**src/rtl/id_stage_pipe.sv**
```systemverilog
// RV32I/E (+M) decode stage: register file with optional write-through bypass,
// load-use hazard detection and a registered ID/EX boundary with valid/ready handshakes.
module id_stage_pipe #(
    parameter int XLEN      = 32,
    parameter int NUM_REGS  = 32,
    parameter int RF_BYPASS = 1,
    parameter int M_EXT     = 1
) (
    input  logic            clk,
    input  logic            rst_n,
    input  logic            if_valid,
    output logic            if_ready,
    input  logic [31:0]     if_instr,
    input  logic [XLEN-1:0] if_pc,
    input  logic            flush,
    input  logic            wb_we,
    input  logic [4:0]      wb_rd,
    input  logic [XLEN-1:0] wb_data,
    output logic            ex_valid,
    input  logic            ex_ready,
    output logic [XLEN-1:0] ex_pc,
    output logic [XLEN-1:0] ex_rs1_val,
    output logic [XLEN-1:0] ex_rs2_val,
    output logic [XLEN-1:0] ex_imm,
    output logic [4:0]      ex_rd,
    output logic [4:0]      ex_rs1,
    output logic [4:0]      ex_rs2,
    output logic [2:0]      ex_funct3,
    output logic [6:0]      ex_funct7,
    output logic [10:0]     ex_ctrl,
    output logic            ex_illegal
);
    localparam int         AW   = $clog2(NUM_REGS);
    localparam logic [5:0] NREG = 6'(NUM_REGS);

    typedef enum logic [6:0] {
        OPC_R      = 7'b0110011,
        OPC_IMM    = 7'b0010011,
        OPC_LOAD   = 7'b0000011,
        OPC_STORE  = 7'b0100011,
        OPC_BRANCH = 7'b1100011,
        OPC_LUI    = 7'b0110111,
        OPC_AUIPC  = 7'b0010111,
        OPC_JAL    = 7'b1101111,
        OPC_JALR   = 7'b1100111
    } opcode_e;

    logic [XLEN-1:0] rf [NUM_REGS];
    logic            wb_wr_ok;
    logic [4:0]      d_rd, d_rs1, d_rs2;
    logic [2:0]      d_f3;
    logic [6:0]      d_f7;
    logic [31:0]     imm32;
    logic [10:0]     ctrl, d_ctrl;
    logic            bad_op, d_illegal, haz, adv;
    logic [XLEN-1:0] d_rs1_val, d_rs2_val;

    function automatic logic in_range(input logic [4:0] a);
        return {1'b0, a} < NREG;
    endfunction

    function automatic logic [XLEN-1:0] rf_read(input logic [4:0] a);
        logic [XLEN-1:0] v;
        v = '0;
        if (a != '0 && in_range(a)) begin
            if (RF_BYPASS != 0 && wb_wr_ok && wb_rd == a)
                v = wb_data;
            else
                v = rf[a[AW-1:0]];
        end
        return v;
    endfunction

    assign wb_wr_ok = wb_we && wb_rd != '0 && in_range(wb_rd);

    always_ff @(posedge clk or negedge rst_n) begin
        if (!rst_n) begin
            for (int unsigned i = 0; i < NUM_REGS; i++) rf[i] <= '0;
        end else if (wb_wr_ok) begin
            rf[wb_rd[AW-1:0]] <= wb_data;
        end
    end

    // ctrl bits: {RegWrite,ALUSrc,MemRead,MemWrite,Branch,Jump,Jump_r,MemToReg,MulDiv,ALUOp[1:0]}
    always_comb begin
        d_rd   = '0;
        d_rs1  = '0;
        d_rs2  = '0;
        d_f3   = '0;
        d_f7   = '0;
        imm32  = '0;
        ctrl   = '0;
        bad_op = 1'b0;
        case (if_instr[6:0])
            OPC_R: begin
                d_rd = if_instr[11:7]; d_rs1 = if_instr[19:15]; d_rs2 = if_instr[24:20];
                d_f3 = if_instr[14:12]; d_f7 = if_instr[31:25];
                ctrl = 11'b100_0000_0010;
                if (if_instr[31:25] == 7'b0000001) begin
                    ctrl[2] = 1'b1;
                    if (M_EXT == 0) bad_op = 1'b1;
                end
            end
            OPC_IMM, OPC_LOAD, OPC_JALR: begin
                d_rd = if_instr[11:7]; d_rs1 = if_instr[19:15]; d_f3 = if_instr[14:12];
                imm32 = {{20{if_instr[31]}}, if_instr[31:20]};
                case (if_instr[6:0])
                    OPC_LOAD: ctrl = 11'b111_0000_1000;
                    OPC_JALR: ctrl = 11'b110_0001_0000;
                    default:  ctrl = 11'b110_0000_0000;
                endcase
            end
            OPC_STORE: begin
                d_rs1 = if_instr[19:15]; d_rs2 = if_instr[24:20]; d_f3 = if_instr[14:12];
                imm32 = {{20{if_instr[31]}}, if_instr[31:25], if_instr[11:7]};
                ctrl  = 11'b010_1000_0000;
            end
            OPC_BRANCH: begin
                d_rs1 = if_instr[19:15]; d_rs2 = if_instr[24:20]; d_f3 = if_instr[14:12];
                imm32 = {{19{if_instr[31]}}, if_instr[31], if_instr[7],
                         if_instr[30:25], if_instr[11:8], 1'b0};
                ctrl  = 11'b000_0100_0001;
            end
            OPC_LUI, OPC_AUIPC: begin
                d_rd  = if_instr[11:7];
                imm32 = {if_instr[31:12], 12'b0};
                ctrl  = (if_instr[6:0] == OPC_AUIPC) ? 11'b110_0000_0011 : 11'b110_0000_0000;
            end
            OPC_JAL: begin
                d_rd  = if_instr[11:7];
                imm32 = {{11{if_instr[31]}}, if_instr[31], if_instr[19:12],
                         if_instr[20], if_instr[30:21], 1'b0};
                ctrl  = 11'b100_0010_0000;
            end
            default: bad_op = 1'b1;
        endcase
        d_illegal = bad_op || !in_range(d_rs1) || !in_range(d_rs2) || !in_range(d_rd);
        d_ctrl    = d_illegal ? '0 : ctrl;
        d_rs1_val = rf_read(d_rs1);
        d_rs2_val = rf_read(d_rs2);
    end

    // Unused specifiers are already zeroed by decode, and ex_rd!=0 keeps them from matching.
    assign haz = ex_valid && ex_ctrl[8] && ex_rd != '0 && (ex_rd == d_rs1 || ex_rd == d_rs2);
    assign adv = !ex_valid || ex_ready;
    assign if_ready = flush || (adv && !haz);

    always_ff @(posedge clk or negedge rst_n) begin
        if (!rst_n) begin
            ex_valid   <= 1'b0;
            ex_pc      <= '0;
            ex_rs1_val <= '0;
            ex_rs2_val <= '0;
            ex_imm     <= '0;
            ex_rd      <= '0;
            ex_rs1     <= '0;
            ex_rs2     <= '0;
            ex_funct3  <= '0;
            ex_funct7  <= '0;
            ex_ctrl    <= '0;
            ex_illegal <= 1'b0;
        end else if (flush) begin
            ex_valid <= 1'b0;
        end else if (adv) begin
            if (haz) begin
                ex_valid <= 1'b0;
            end else begin
                ex_valid   <= if_valid;
                ex_pc      <= if_pc;
                ex_rs1_val <= d_rs1_val;
                ex_rs2_val <= d_rs2_val;
                ex_imm     <= XLEN'(signed'(imm32));
                ex_rd      <= d_rd;
                ex_rs1     <= d_rs1;
                ex_rs2     <= d_rs2;
                ex_funct3  <= d_f3;
                ex_funct7  <= d_f7;
                ex_ctrl    <= d_ctrl;
                ex_illegal <= d_illegal;
            end
        end
    end
endmodule

```
**config.mk**
```make
export PLATFORM = sky130hd
export DESIGN_NAME = id_stage_pipe
export DESIGN_NICKNAME = d
export VERILOG_FILES = /design/src/rtl/id_stage_pipe.sv
export SDC_FILE = /design/constraint.sdc
export NUM_CORES = 2
export LEC_CHECK = 0
export CORE_UTILIZATION = 50
export DETAILED_ROUTE_END_ITERATION = 8
export PLACE_DENSITY = 0.7
export SYNTH_ARGS = -nofsm -noshare
export SYNTH_HDL_FRONTEND = slang
export SYNTH_SLANG_ARGS = --single-unit
```
**constraint.sdc**
```tcl
create_clock -name clk -period 3.53 [get_ports clk]
set_input_delay 0.8825 -clock clk [delete_from_list [all_inputs] [get_ports clk]]
set_output_delay 0.8825 -clock clk [all_outputs]
set_load 0.05 [all_outputs]
```
==> results.toml <==
[outcome]
status = "completed"

[finish]
nets = 6640
final_core_util = 0.6216
design_area_sq_mm = 0.07826
syn_to_final_growth_pct = 23.08
multiInputGateArea_sq_mm = 0.03190
drive_gt1_frac = 0.3118
ff_latch_area_sq_mm = 0.02976
fillCellCount = 10080

[clock_network]
cts_root_buf = "clkbuf_16"
path_clk_slew_ns = 0.05
htree_levels = 4
cts_buffer_depth = 3
numCtsBuffers = 133
cts_tree = "done"
insertion_delay_ns = 0.79
clock-sinks = 1189

[synth]
synth_async_sr_flop_share = 1.000
yosysSeqAreaShare = 0.4679
ys_ff_latch = 1189
syn-mean-instance-area_sq_um = 10.50
synth_cell_types = 75
postSynthNetCount = 6165
yosys_warnings = 0
synth-edff-count = 0
syn-cell-area_sq_mm = 0.06358
syn_inst = 6058
synthFlopType = "dfrtp_1"

[die]
dieWidth_um = 358.6
dieArea_sq_mm = 0.1286
die_y_um = 358.6
io_pins = 274
rows = 130
initial_core_util = 0.5051
core_sq_mm = 0.1259

[route]
detail_route.drc_violations = 0
vias_per_cell = 6.912
drtPass1Iterations = 8
drtAntennaViolNets = 0
drt-initial-drc-count = 9209
wl_mm = 269.3
vias = 57340
wl_per_cell_um = 32.46

[critical_path]
arrival_ns = 2.62
cp_common_cell = "buf_8"
path_class = "primary input to output port"
worst-path-buf-inv = 4
cpPeakStageDelay_ns = 0.26
worst-path-max-fanout = 8
critical_path_required_ns = 2.65
crit_path_end_kind = "output port"
worstPathCellList = "dlygate4sd2_1 > nor2b_4 > buf_8 > o2111ai_4 > o2bb2ai_1 > nand4b_1 > buf_4 > a31o_4 > buf_8"
crit_family = "buffers and inverters"
cpMaxStageDelayCell = "dlygate4sd2_1"
start_kind = "primary input"

[pwr]
pwr-share-comb = 0.169
internal-power_w = 0.02738
total_power_w = 0.03856
power.density_mw_per_mm2 = 492.8
p_switching_w = 0.01119
clkPwrFrac = 0.368
seq_power_share = 0.463
power.share.switching = 0.2901
total_leakage_power_nw = 33.55
vdd_drop_max_uv = 496.7

[grt]
grt_max_degree = 125
antenna_found_initial = 14
grt_pass1_wl_mm = 386.2
gr-usage-all-layers = 0.4135
grt_remaining_overflow = 0
grt_pass1_vias = 55520

[placement]
placedInstanceArea_sq_mm = 0.07360
place_congestion = 0.9952
dp_hpwl_mm = 177.2
io_buffers = 273

[hold_path]
hp-class = "primary input to async pin"

[sta]
hold_ws_ns = 0.04885
slew_headroom = 0.1946
fmax_mhz = 285.6
setup_viol = 0
period_needed_ns = 3.502
min_period_over_period = 0.9919
worst_pin_slew_ns = 1.204
finClkSkew_ns = 0.02878
hold_violations = 0
slew_viol_final = 0

[run]
maxCapViolCount = 0
worst register-to-register path, cell delays in order (launching register included):
cell      delay (ns)
dfrtp_2         0.46
buf_4           0.17
nor4bb_2        0.25
a31oi_1         0.07
o32ai_1         0.14
nand4b_1        0.19
buf_4           0.18
buf_4           0.14
nand3_4         0.07
buf_4           0.14
buf_4           0.22
buf_12          0.27
nor2_1          0.14
buf_4           0.15
o21bai_1        0.14
a21oi_1         0.14
cells by family after synthesis:
kind of cell	Yosys count	share of synthesized area
simple gates	1552	0.1052
flops	1189	0.4679
xor+xnor	12	0.001653
mux	1478	0.2534
compound gates	1186	0.1327
buf+inv	641	0.03912
flip-flops by register name (all words and copies together), names as in the netlist:
register,flops
ex_ctrl,10
ex_funct3,3
ex_funct7,7
ex_illegal,1
ex_imm,32
ex_pc,32
ex_rd,5
ex_rs1,5
ex_rs1_val,32
ex_rs2,5
ex_rs2_val,32
ex_valid,1
rf,1024
cell usage after synthesis (36+ instances only):
cell          n  area (sq um)
mux2_2     1024         11530
o21ai_0     176         880.8
a211oi_1     98         735.7
mux2i_1     451          4514
a21oi_1     201          1006
buf_2        59         295.3
dfrtp_1    1189         29750
a31oi_1      78         488.0
nor3_1       42         210.2
a32oi_1      49         429.2
nor2b_1      52         325.3
o2111ai_1    44         385.4
nand2_1     887          3329
o22ai_1      98         613.1
a2111oi_0    37         324.1
nor2_1      227         852.1
clkbuf_1    474          1779
and3_1       36         225.2
o221ai_1     89         779.5
buf_1        91         341.6
nand3_1     219          1096
a22oi_1      43         322.8
a221oi_1     75         656.9
final timing paths:
kind	from	to	slack [ns]	depth (start not counted)
worst max-delay path	if_instr[5]	if_ready	0.03	9
worst min-delay path	rst_n	ex_imm[31]	0.05	1
worst max register to register	ex_rd[0]	ex_rs1_val[3]	0.58	15
worst min register to register	rf[996]	rf[996]	0.41	0
max in group asynchronous	rst_n	rf[395]	2.32	3
min in group clk	rf[996]	rf[996]	0.41	0
cell type report:
type / instances / share of cell area
Multi-Input combinational cell: 4228 / 0.4076
Sequential cell: 1189 / 0.3803
Timing Repair Buffer: 966 / 0.1283
Clock buffer: 196 / 0.05115
Tap cell: 1650 / 0.02638
Clock inverter: 41 / 0.005148
Inverter: 15 / 0.0007514
Antenna cell: 11 / 0.0003517
stage by stage:
step | worst slack, ns | instances | TNS [ns]
2_1_floorplan | 0.06961 | 6058 | 0
3_3_place_gp | -0.8025 | 8033 | -52.50
3_5_place_dp | -0.7714 | 8033 | -54.04
4_1_cts | 0.0008706 | 8277 | 0
5_1_grt | -0.03148 | 8290 | -0.03148
6_report | 0.02843 | 8296 | 0
layout by cell type, fill, tap and decap left out, types with 98 or more instances in the layout:
master and n:
o21ai_0 174, a21oi_1 200, dfrtp_1 1184, o22ai_1 98
buf_4 522, clkdlybuf4s50_1 255, buf_12 167, mux2i_1 451
nand3_1 216, clkbuf_16 139, nand2_1 869, mux2_2 1024
a211oi_1 98, nor2_1 202
repair_timing:
action	CTS	global route
gates resized for setup	30	21
setup endpoints to repair	1	1
pin swaps	6	10
setup buffers	7	8
cloned	0	0
hold buffers	0	0
power groups by stage:
stage | combinational (W) | clock [W] | sequential (W)
6_report | 0.00652 | 0.0142 | 0.0179
3_3_place_gp | 0.00617 | 0 | 0.0178
4_1_cts | 0.00642 | 0.0142 | 0.0177
5_1_grt | 0.00696 | 0.0147 | 0.0181
3_5_place_dp | 0.00637 | 0 | 0.0180
2_1_floorplan | 0.00403 | 0 | 0.0176
routing by layer:
metal | vias up | wire, um | global-route usage
li1 | 23180 | - | -
met1 | 28620 | 99080 | 0.5252
met2 | 4409 | 112800 | 0.5902
met3 | 1124 | 36660 | 0.1456
met4 | 8 | 20680 | 0.2824
met5 | - | 68 | 0
Power figures use the tool's default switching activity.
